**src/rtl/mc_ctrl_pkg.sv**
```systemverilog
// Shared definitions for the multicycle controller: FSM states, opcode
// constants, opcode classes and the datapath select encodings.
package mc_ctrl_pkg;

    typedef enum logic [2:0] {
        ST_FETCH  = 3'd0,
        ST_DECODE = 3'd1,
        ST_EXEC   = 3'd2,
        ST_MEM    = 3'd3,
        ST_WB     = 3'd4,
        ST_TRAP   = 3'd5
    } state_e;

    // Instruction class, resolved from the opcode in DECODE and held for
    // the remainder of the instruction.
    typedef enum logic [2:0] {
        CLS_LW      = 3'd0,
        CLS_SW      = 3'd1,
        CLS_BEQ     = 3'd2,
        CLS_RTYPE   = 3'd3,
        CLS_ADDI    = 3'd4,
        CLS_ILLEGAL = 3'd5
    } opc_class_e;

    localparam logic [6:0] OPC_LW    = 7'b0000011;
    localparam logic [6:0] OPC_SW    = 7'b0100011;
    localparam logic [6:0] OPC_BEQ   = 7'b1100011;
    localparam logic [6:0] OPC_RTYPE = 7'b0110011;
    localparam logic [6:0] OPC_ADDI  = 7'b0010011;

    localparam logic [1:0] ALU_ADD   = 2'd0;
    localparam logic [1:0] ALU_SUB   = 2'd1;
    localparam logic [1:0] ALU_FUNCT = 2'd2;

    localparam logic [1:0] SRCB_REG  = 2'd0;
    localparam logic [1:0] SRCB_FOUR = 2'd1;
    localparam logic [1:0] SRCB_IMM  = 2'd2;

    localparam logic WB_ALU = 1'b0;
    localparam logic WB_MEM = 1'b1;

endpackage

```
**src/rtl/mc_opcode_decode.sv**
```systemverilog
// Combinational opcode classifier. ADDI support is enabled by defining
// the macro MC_CTRL_ADDI_EN; otherwise opcode 0010011 is illegal.
module mc_opcode_decode
    import mc_ctrl_pkg::*;
(
    input  logic [6:0]  opcode,
    output opc_class_e  cls,
    output logic        legal
);

    // Map the 7-bit opcode onto an instruction class.
    always_comb begin
        cls = CLS_ILLEGAL;
        case (opcode)
            OPC_LW:    cls = CLS_LW;
            OPC_SW:    cls = CLS_SW;
            OPC_BEQ:   cls = CLS_BEQ;
            OPC_RTYPE: cls = CLS_RTYPE;
`ifdef MC_CTRL_ADDI_EN
            OPC_ADDI:  cls = CLS_ADDI;
`else
            OPC_ADDI:  cls = CLS_ILLEGAL;
`endif
            default:   cls = CLS_ILLEGAL;
        endcase
    end

    assign legal = (cls != CLS_ILLEGAL);

endmodule

```
**src/rtl/multicycle_ctrl.sv**
```systemverilog
// Multicycle CPU control FSM: FETCH -> DECODE -> EXEC -> (MEM) -> (WB).
// Tracks retired instructions and traps on illegal opcodes or memory
// timeouts. ADDI support is enabled by defining MC_CTRL_ADDI_EN.
//
// Memory handshake: mem_req is held high (with stable mem_addr_sel and
// mem_we) for as long as the controller waits; the transfer completes in
// the cycle where mem_req=1 and mem_ready=1 at the rising edge. mem_ready
// is ignored while mem_req=0.
module multicycle_ctrl
    import mc_ctrl_pkg::*;
#(
    parameter int MEM_TIMEOUT = 15
) (
    input  logic        clk,
    input  logic        rst,
    input  logic [31:0] instr,
    input  logic        mem_ready,
    input  logic        zero,
    output logic        pc_we,
    output logic        ir_we,
    output logic        mem_req,
    output logic        mem_we,
    output logic        reg_we,
    output logic        mem_addr_sel,
    output logic        pc_src,
    output logic        wb_sel,
    output logic [1:0]  alu_src_b,
    output logic [1:0]  alu_op,
    output logic [2:0]  state,
    output logic        trap,
    output logic        illegal,
    output logic        timeout,
    output logic [31:0] retired
);

    localparam int CW = $clog2(MEM_TIMEOUT + 1);
    localparam logic [CW-1:0] WAIT_LAST = CW'(MEM_TIMEOUT - 1);

    state_e      state_q, state_d;
    opc_class_e  cls_q;
    opc_class_e  dec_cls;
    logic        dec_legal;
    logic [CW-1:0] wait_q;
    logic        wait_hit;
    logic        retire;
    logic        ill_set, to_set;
    logic        illegal_q, timeout_q;
    logic [31:0] retired_q;

    // Upper instruction bits belong to the datapath (registers, immediates).
    logic unused_instr_bits;
    assign unused_instr_bits = ^instr[31:7];

    mc_opcode_decode u_decode (
        .opcode (instr[6:0]),
        .cls    (dec_cls),
        .legal  (dec_legal)
    );

    // The limit is reached on the cycle that would make the count equal
    // MEM_TIMEOUT; a simultaneous mem_ready completes the access instead.
    assign wait_hit = !mem_ready && (wait_q == WAIT_LAST);

    // Next-state and control outputs; reset forces every enable low at once.
    always_comb begin
        state_d      = state_q;
        pc_we        = 1'b0;
        ir_we        = 1'b0;
        mem_req      = 1'b0;
        mem_we       = 1'b0;
        reg_we       = 1'b0;
        mem_addr_sel = 1'b0;
        pc_src       = 1'b0;
        wb_sel       = WB_ALU;
        alu_src_b    = SRCB_REG;
        alu_op       = ALU_ADD;
        retire       = 1'b0;
        ill_set      = 1'b0;
        to_set       = 1'b0;
        case (state_q)
            ST_FETCH: begin
                mem_req   = 1'b1;
                alu_src_b = SRCB_FOUR;
                alu_op    = ALU_ADD;
                if (mem_ready) begin
                    ir_we   = 1'b1;
                    pc_we   = 1'b1;
                    state_d = ST_DECODE;
                end else if (wait_hit) begin
                    to_set  = 1'b1;
                    state_d = ST_TRAP;
                end
            end
            ST_DECODE: begin
                if (dec_legal) begin
                    state_d = ST_EXEC;
                end else begin
                    ill_set = 1'b1;
                    state_d = ST_TRAP;
                end
            end
            ST_EXEC: begin
                case (cls_q)
                    CLS_LW, CLS_SW: begin
                        alu_src_b = SRCB_IMM;
                        alu_op    = ALU_ADD;
                        state_d   = ST_MEM;
                    end
                    CLS_ADDI: begin
                        alu_src_b = SRCB_IMM;
                        alu_op    = ALU_ADD;
                        state_d   = ST_WB;
                    end
                    CLS_RTYPE: begin
                        alu_src_b = SRCB_REG;
                        alu_op    = ALU_FUNCT;
                        state_d   = ST_WB;
                    end
                    CLS_BEQ: begin
                        alu_src_b = SRCB_REG;
                        alu_op    = ALU_SUB;
                        pc_src    = 1'b1;
                        pc_we     = zero;
                        retire    = 1'b1;
                        state_d   = ST_FETCH;
                    end
                    default: begin
                        ill_set = 1'b1;
                        state_d = ST_TRAP;
                    end
                endcase
            end
            ST_MEM: begin
                mem_req      = 1'b1;
                mem_addr_sel = 1'b1;
                mem_we       = (cls_q == CLS_SW);
                if (mem_ready) begin
                    if (cls_q == CLS_SW) begin
                        retire  = 1'b1;
                        state_d = ST_FETCH;
                    end else begin
                        state_d = ST_WB;
                    end
                end else if (wait_hit) begin
                    to_set  = 1'b1;
                    state_d = ST_TRAP;
                end
            end
            ST_WB: begin
                reg_we  = 1'b1;
                wb_sel  = (cls_q == CLS_LW) ? WB_MEM : WB_ALU;
                retire  = 1'b1;
                state_d = ST_FETCH;
            end
            ST_TRAP: begin
                state_d = ST_TRAP;
            end
            default: begin
                state_d = ST_TRAP;
            end
        endcase
        if (rst) begin
            pc_we        = 1'b0;
            ir_we        = 1'b0;
            mem_req      = 1'b0;
            mem_we       = 1'b0;
            reg_we       = 1'b0;
            mem_addr_sel = 1'b0;
            pc_src       = 1'b0;
            wb_sel       = WB_ALU;
            alu_src_b    = SRCB_REG;
            alu_op       = ALU_ADD;
        end
    end

    // State register.
    always_ff @(posedge clk or posedge rst) begin
        if (rst) state_q <= ST_FETCH;
        else     state_q <= state_d;
    end

    // Capture the instruction class as DECODE completes so later IR
    // changes cannot disturb EXEC/MEM/WB.
    always_ff @(posedge clk or posedge rst) begin
        if (rst)                       cls_q <= CLS_ILLEGAL;
        else if (state_q == ST_DECODE) cls_q <= dec_cls;
    end

    // Memory wait counter: zero on every state change, counts stalled cycles.
    always_ff @(posedge clk or posedge rst) begin
        if (rst) begin
            wait_q <= '0;
        end else if (state_d != state_q) begin
            wait_q <= '0;
        end else if ((state_q == ST_FETCH || state_q == ST_MEM) && !mem_ready) begin
            wait_q <= wait_q + CW'(1);
        end
    end

    // Sticky trap cause flags.
    always_ff @(posedge clk or posedge rst) begin
        if (rst) begin
            illegal_q <= 1'b0;
            timeout_q <= 1'b0;
        end else begin
            illegal_q <= illegal_q | ill_set;
            timeout_q <= timeout_q | to_set;
        end
    end

    // Retired instruction counter, wraps naturally at 2^32.
    always_ff @(posedge clk or posedge rst) begin
        if (rst)         retired_q <= 32'd0;
        else if (retire) retired_q <= retired_q + 32'd1;
    end

    assign state   = state_q;
    assign trap    = (state_q == ST_TRAP);
    assign illegal = illegal_q;
    assign timeout = timeout_q;
    assign retired = retired_q;

endmodule

```
**config.mk**
```make
export PLATFORM = sky130hd
export DESIGN_NAME = multicycle_ctrl
export DESIGN_NICKNAME = d
export VERILOG_FILES = /design/src/rtl/mc_ctrl_pkg.sv /design/src/rtl/mc_opcode_decode.sv /design/src/rtl/multicycle_ctrl.sv
export SDC_FILE = /design/constraint.sdc
export NUM_CORES = 1
export LEC_CHECK = 0
export ABC_AREA = 0
export BUFFER_PORTS_ARGS = -buffer_cell sky130_fd_sc_hd__buf_2
export CORE_MARGIN = 2
export CORE_UTILIZATION = 54
export CTS_CLUSTER_DIAMETER = 120
export CTS_CLUSTER_SIZE = 16
export DETAILED_ROUTE_END_ITERATION = 7
export PLACE_DENSITY = 0.84
export REMOVE_ABC_BUFFERS = 1
export SKIP_CTS_REPAIR_TIMING = 1
export SLEW_MARGIN = 20
export SYNTH_ARGS = -nofsm -noshare
export SYNTH_HDL_FRONTEND = slang
export SYNTH_SLANG_ARGS = --single-unit
export TNS_END_PERCENT = 1
```
**constraint.sdc**
```tcl
create_clock -name clk -period 5.9 [get_ports clk]
set_clock_uncertainty 0.1 [all_clocks]
set_input_delay 1.475 -clock clk [delete_from_list [all_inputs] [get_ports clk]]
set_output_delay 1.475 -clock clk [all_outputs]
set_load 0.01 [all_outputs]
```
Yosys cells after proc, flatten, opt, wreduce, memory -nomap -nowiden
Cells that the tools add are included.
{ "word_totals": {"wordCells": 83, "mem_bits_ro": 0, "n_memories": 0, "output_inout_bits": 50, "ramBits": 0, "latchBits": 0, "ff_bits": 44, "inputBits": 36} }
{ "op_classes": {"bitwise": 2, "n_eq_ne": 16, "mul": 0, "shift": 0, "magnitude_cmp": 0, "addsub": 2, "muxes": 45, "div": 0, "reduce_logical": 12} }
{ "ops": {"columns": ["op", "count"], "rows": [
  ["$add A32 B1 Y32 const B", 1],
  ["$mux W1", 26],
  ["$mux W3", 5],
  ["$pmux W3 S5", 1],
  ["$eq A7 B6 Y1 const B", 2],
  ["$eq A3 B2 Y1 const B", 4],
  ["$pmux W3 S4", 1],
  ["$eq A3 B3 Y1 const B", 3],
  ["$pmux W3 S3", 1],
  ["$mux W2", 4],
  ["$mux W4", 2],
  ["$pmux W2 S2", 2],
  ["$eq A7 B2 Y1 const B", 1],
  ["$eq A7 B7 Y1 const B", 1],
  ["$eq A3 B1 Y1 const B", 2],
  ["$logic_not A3 Y1", 2],
  ["$reduce_or A2 Y1", 3],
  ["$reduce_or A5 Y1", 1],
  ["$add A4 B1 Y4 const B", 1],
  ["$eq A4 B4 Y1 const B", 1],
  ["$pmux W1 S2", 2],
  ["$ne A3 B3 Y1", 1],
  ["$ne A3 B3 Y1 const B", 1],
  ["$pmux W1 S3", 1],
  ["6 further kinds", 8]
]} }

Depth between registers and ports, before layout
{ "logic_depth": {"ltp_word": 7, "ltp_mapped": 7, "mapped_depth_nobuf": 7} }

Modules after synthesis
Synthesis repeated with hierarchy kept, for this count alone.
{ "unflattened": {"cells_unflattened": 241, "area_unflattened_um2": 2424.8} }
{ "modules_own_cells": {"columns": ["module", "instances", "area_per_inst_um2", "seq_area_each_um2", "cells_per_inst"], "rows": [
  ["multicycle_ctrl", 1, 2357.3, 1103.6, 232],
  ["mc_opcode_decode", 1, 67.6, 0.0, 9]
]} }

Worst setup path before layout
No wires, ideal clock.
{ "synth_timing": {"path_type": "input to output", "from": "in mem_ready", "to": "out trap", "stages": 6, "setup_slack_ns": 1.816, "path_buffers": 1, "required_ns": 4.325, "arrival_time_ns": 2.509, "cell_sequence": "buf_4 -> inv_1 -> nand2_1 -> o221ai_1 -> nand3_1 -> nor4_1"} }
{ "synth_lines": {"columns": ["item", "line", "rtl"], "rows": [
  ["start: declaration", "multicycle_ctrl.sv:17", "input logic mem_ready,"],
  ["end: declaration", "multicycle_ctrl.sv:30", "output logic trap,"]
]} }

==> metrics <==
Min-Delay Path Class reg2reg; total CTS buffers 5; CP required roughly 4.3 ns; worst slew pin tran 0.8167 ns; Antenna Cells 0; # setup viols final 0; share of cells above drive strength 1 0.2452; pwr dens 249.7 mW/mm2; # fillers 371; Max VDD drop 0.0001301 V; clk root buf clkbuf_8; DRT iter0 DRCs 96; PortBufs 60; Reg-to-Reg End retired[18]; global-route wire length before repair 8438 um; gr usage total 0.2077; Detail Route Antenna Nets 0; CTS tree yes; Fmax achieved roughly 230 MHz; flops & latches, synth between 40 and 50; Slew HR 0.4505; Worst Path Arrival 2.76 ns; FF-to-FF path depth 5; Die Span X 70.91 um; Layout area overhead 17.08%; RSZ-0062 raised after global routing no; vias in the first global route 1,851; Die Y 70.91 um; clock slew seen by the registers of the worst setup and hold paths 0.08 ns; clock share of power 0.274; Psw between 0.2 and 0.25 mW; Comb power frac 0.192; Post-synth EDFFs 0; Die ar. 0.005028 mm2; placer congestion estimate between 0.9 and 1; Reg power frac 0.533; setup TNS 0 ns; WL/cell 13.68 um; Crit Path Category in2out; row cnt 24; core box area 0.004324 mm2; Internal 0.4905 mW; Nets approximately 350; max cap viols 0; reg2reg setup slack around 3.3 ns; Via Count 2,053; IO Pins 86; CP endpoint kind output port; register area share after synthesis 0.4565; Lkg Pwr 1.235 nW; Cell Area, Placed 0.002736 mm2; final instance area about 0.0028 mm2; Sw Ratio 0.3057; Worst Setup EP trap; multi-input combinational cell area 0.001222 mm2; largest net degree at the start of global routing 45; Crit Path Max Fanout 4; initial core utilization 0.5590; drt via density 5.671; crit share post-route 0.7341; FFs w/ async S/R, synth 1.000; Tmin final 4.331 ns; Mapped Cells ~250; Routed WL 4953 um; GRT Residual Overflow 0; Synth warnings 0; clk_lat worst skew 0.29 ns; clk sinks 44; drt pass-1 iters 4; post-synthesis average cell area 9.631 um2; status finished, final reports clean; crit path launch instr[6]; max-slew violation count 0; CTS H-tree depth 2; antenna violations before repair 0; clk buf depth 2; startpoint types input pin; Distinct cells, synth 47; Synth Flop Type dfrtp_1; Hold Vio Cnt, Final 0; reg-to-reg critical path startpoint state[1]; cell area after synthesis 0.002417 mm2; DP Wirelength approximately 3700 um; DRC violations left 0; register area about 0.0011 mm2
routing by layer:
metal / part of all wire / vias up / global-route usage
li1: - / 1004 / -
met2: 0.49 / 66 / 0.3458
met5: 0 / - / 0
met4: 0.0034 / 0 / 0.05660
met3: 0.048 / 2 / 0.04274
met1: 0.46 / 981 / 0.2776
synth_stat cells, drive strengths merged (2+ instances only):
master   count  area, um2
dfrtp       42       1051
nor2        24      90.09
nor3        20      100.1
xnor2       20      175.2
xor2        16      140.1
nand2       15      56.30
nand3       13      65.06
nand4       11      68.82
inv         10      37.54
a21oi        8      40.04
buf          6      38.79
nand2b       5      31.28
nor4         5      61.31
and3         4      25.02
clkbuf       4      15.01
o21ai        4      20.02
a211oi       3      22.52
a21o         3      22.52
ha           3      37.54
nor2b        3      18.77
nor3b        3      22.52
o22ai        3      18.77
a2111oi      2      17.52
a31oi        2      12.51
dfstp        2      52.55
or2          2      15.02
or3b         2      17.52
worst max-delay path, stage by stage:
cell and delay, ns:
buf_2 0.11, nand2b_1 0.16, a211oi_1 0.45, nand2_1 0.21
nand3_1 0.14, nor4_1 0.06, buf_2 0.16
through the flow:
step	total power, mW	setup slack, ns	std cells	utilization	hold WS (ns)
final	0.7066	1.569	362	0.6545	0.3655
after CTS	0.7140	1.586	362	0.6545	0.3718
after floorplan	0.4628	1.966	241	-	0.4039
after global placement	0.5120	1.611	354	0.6328	0.3499
after detailed placement	0.5190	1.588	354	0.6328	0.3537
after global routing	0.7483	1.438	362	0.6545	0.4091
cell families (layout without fill, tap and decap cells):
group,Yosys count,count (layout),synth area share
muxes,1,1,0.004658
adders and majority gates,3,3,0.01553
DFF,44,44,0.4565
AOI/OAI and AO/OA,33,33,0.09214
and+or+nand+nor,114,114,0.2629
xor gates and xnor gates,36,36,0.1304
buffers and inverters,20,79,0.03779
layout by cell type (no fill, tap or decap), types with 2 or more instances in the layout:
master,n
a21o_1,3
dfstp_2,2
nand2_1,15
and3_1,4
a31oi_1,2
a21oi_1,8
nor3_1,20
or3b_1,2
nand4_1,11
xor2_1,16
clkbuf_8,6
nor2b_1,3
o21ai_0,4
a2111oi_0,2
inv_1,10
nor2_1,24
nor3b_1,3
o22ai_1,3
nand3_1,13
dfrtp_1,42
nor4_4,2
xnor2_1,20
nand2b_1,5
a211oi_1,3
nor4_1,3
buf_2,60
ha_1,3
worst min path at each step:
stage	from	to	slack, ns	cells past startpoint
final	timeout	timeout	0.37	1
after global routing	retired[31]	retired[31]	0.41	1
after CTS	timeout	timeout	0.37	1
after detailed placement	timeout	timeout	0.35	1
after global placement	retired[31]	retired[31]	0.35	1
after floorplan	retired[31]	retired[31]	0.40	1
flip-flops by register name, summed over array words and instances, names as in the netlist:
| register | count |
|---|---|
| retired | 32 |
| wait_q | 4 |
| cls_q | 3 |
| state | 3 |
| illegal | 1 |
| timeout | 1 |
layout make-up:
class / count / share of cell area
multi-input combinational: 187 / 0.4319
inverter: 10 / 0.01326
sequential: 44 / 0.3899
tap: 52 / 0.02299
clock buffer: 7 / 0.03050
clock inverter: 1 / 0.002653
timing repair buffer: 61 / 0.1088
power by group through the flow:
| stage | Sequential (mW) | Clock, mW | Combinational (mW) |
|---|---|---|---|
| finish | 0.377 | 0.194 | 0.136 |
| global route | 0.385 | 0.212 | 0.151 |
| CTS | 0.376 | 0.200 | 0.138 |
| detailed placement | 0.381 | 0 | 0.138 |
| global placement | 0.380 | 0 | 0.132 |
| floorplan | 0.383 | 0 | 0.0796 |
No activity file was read; power rests on OpenSTA's default activity.
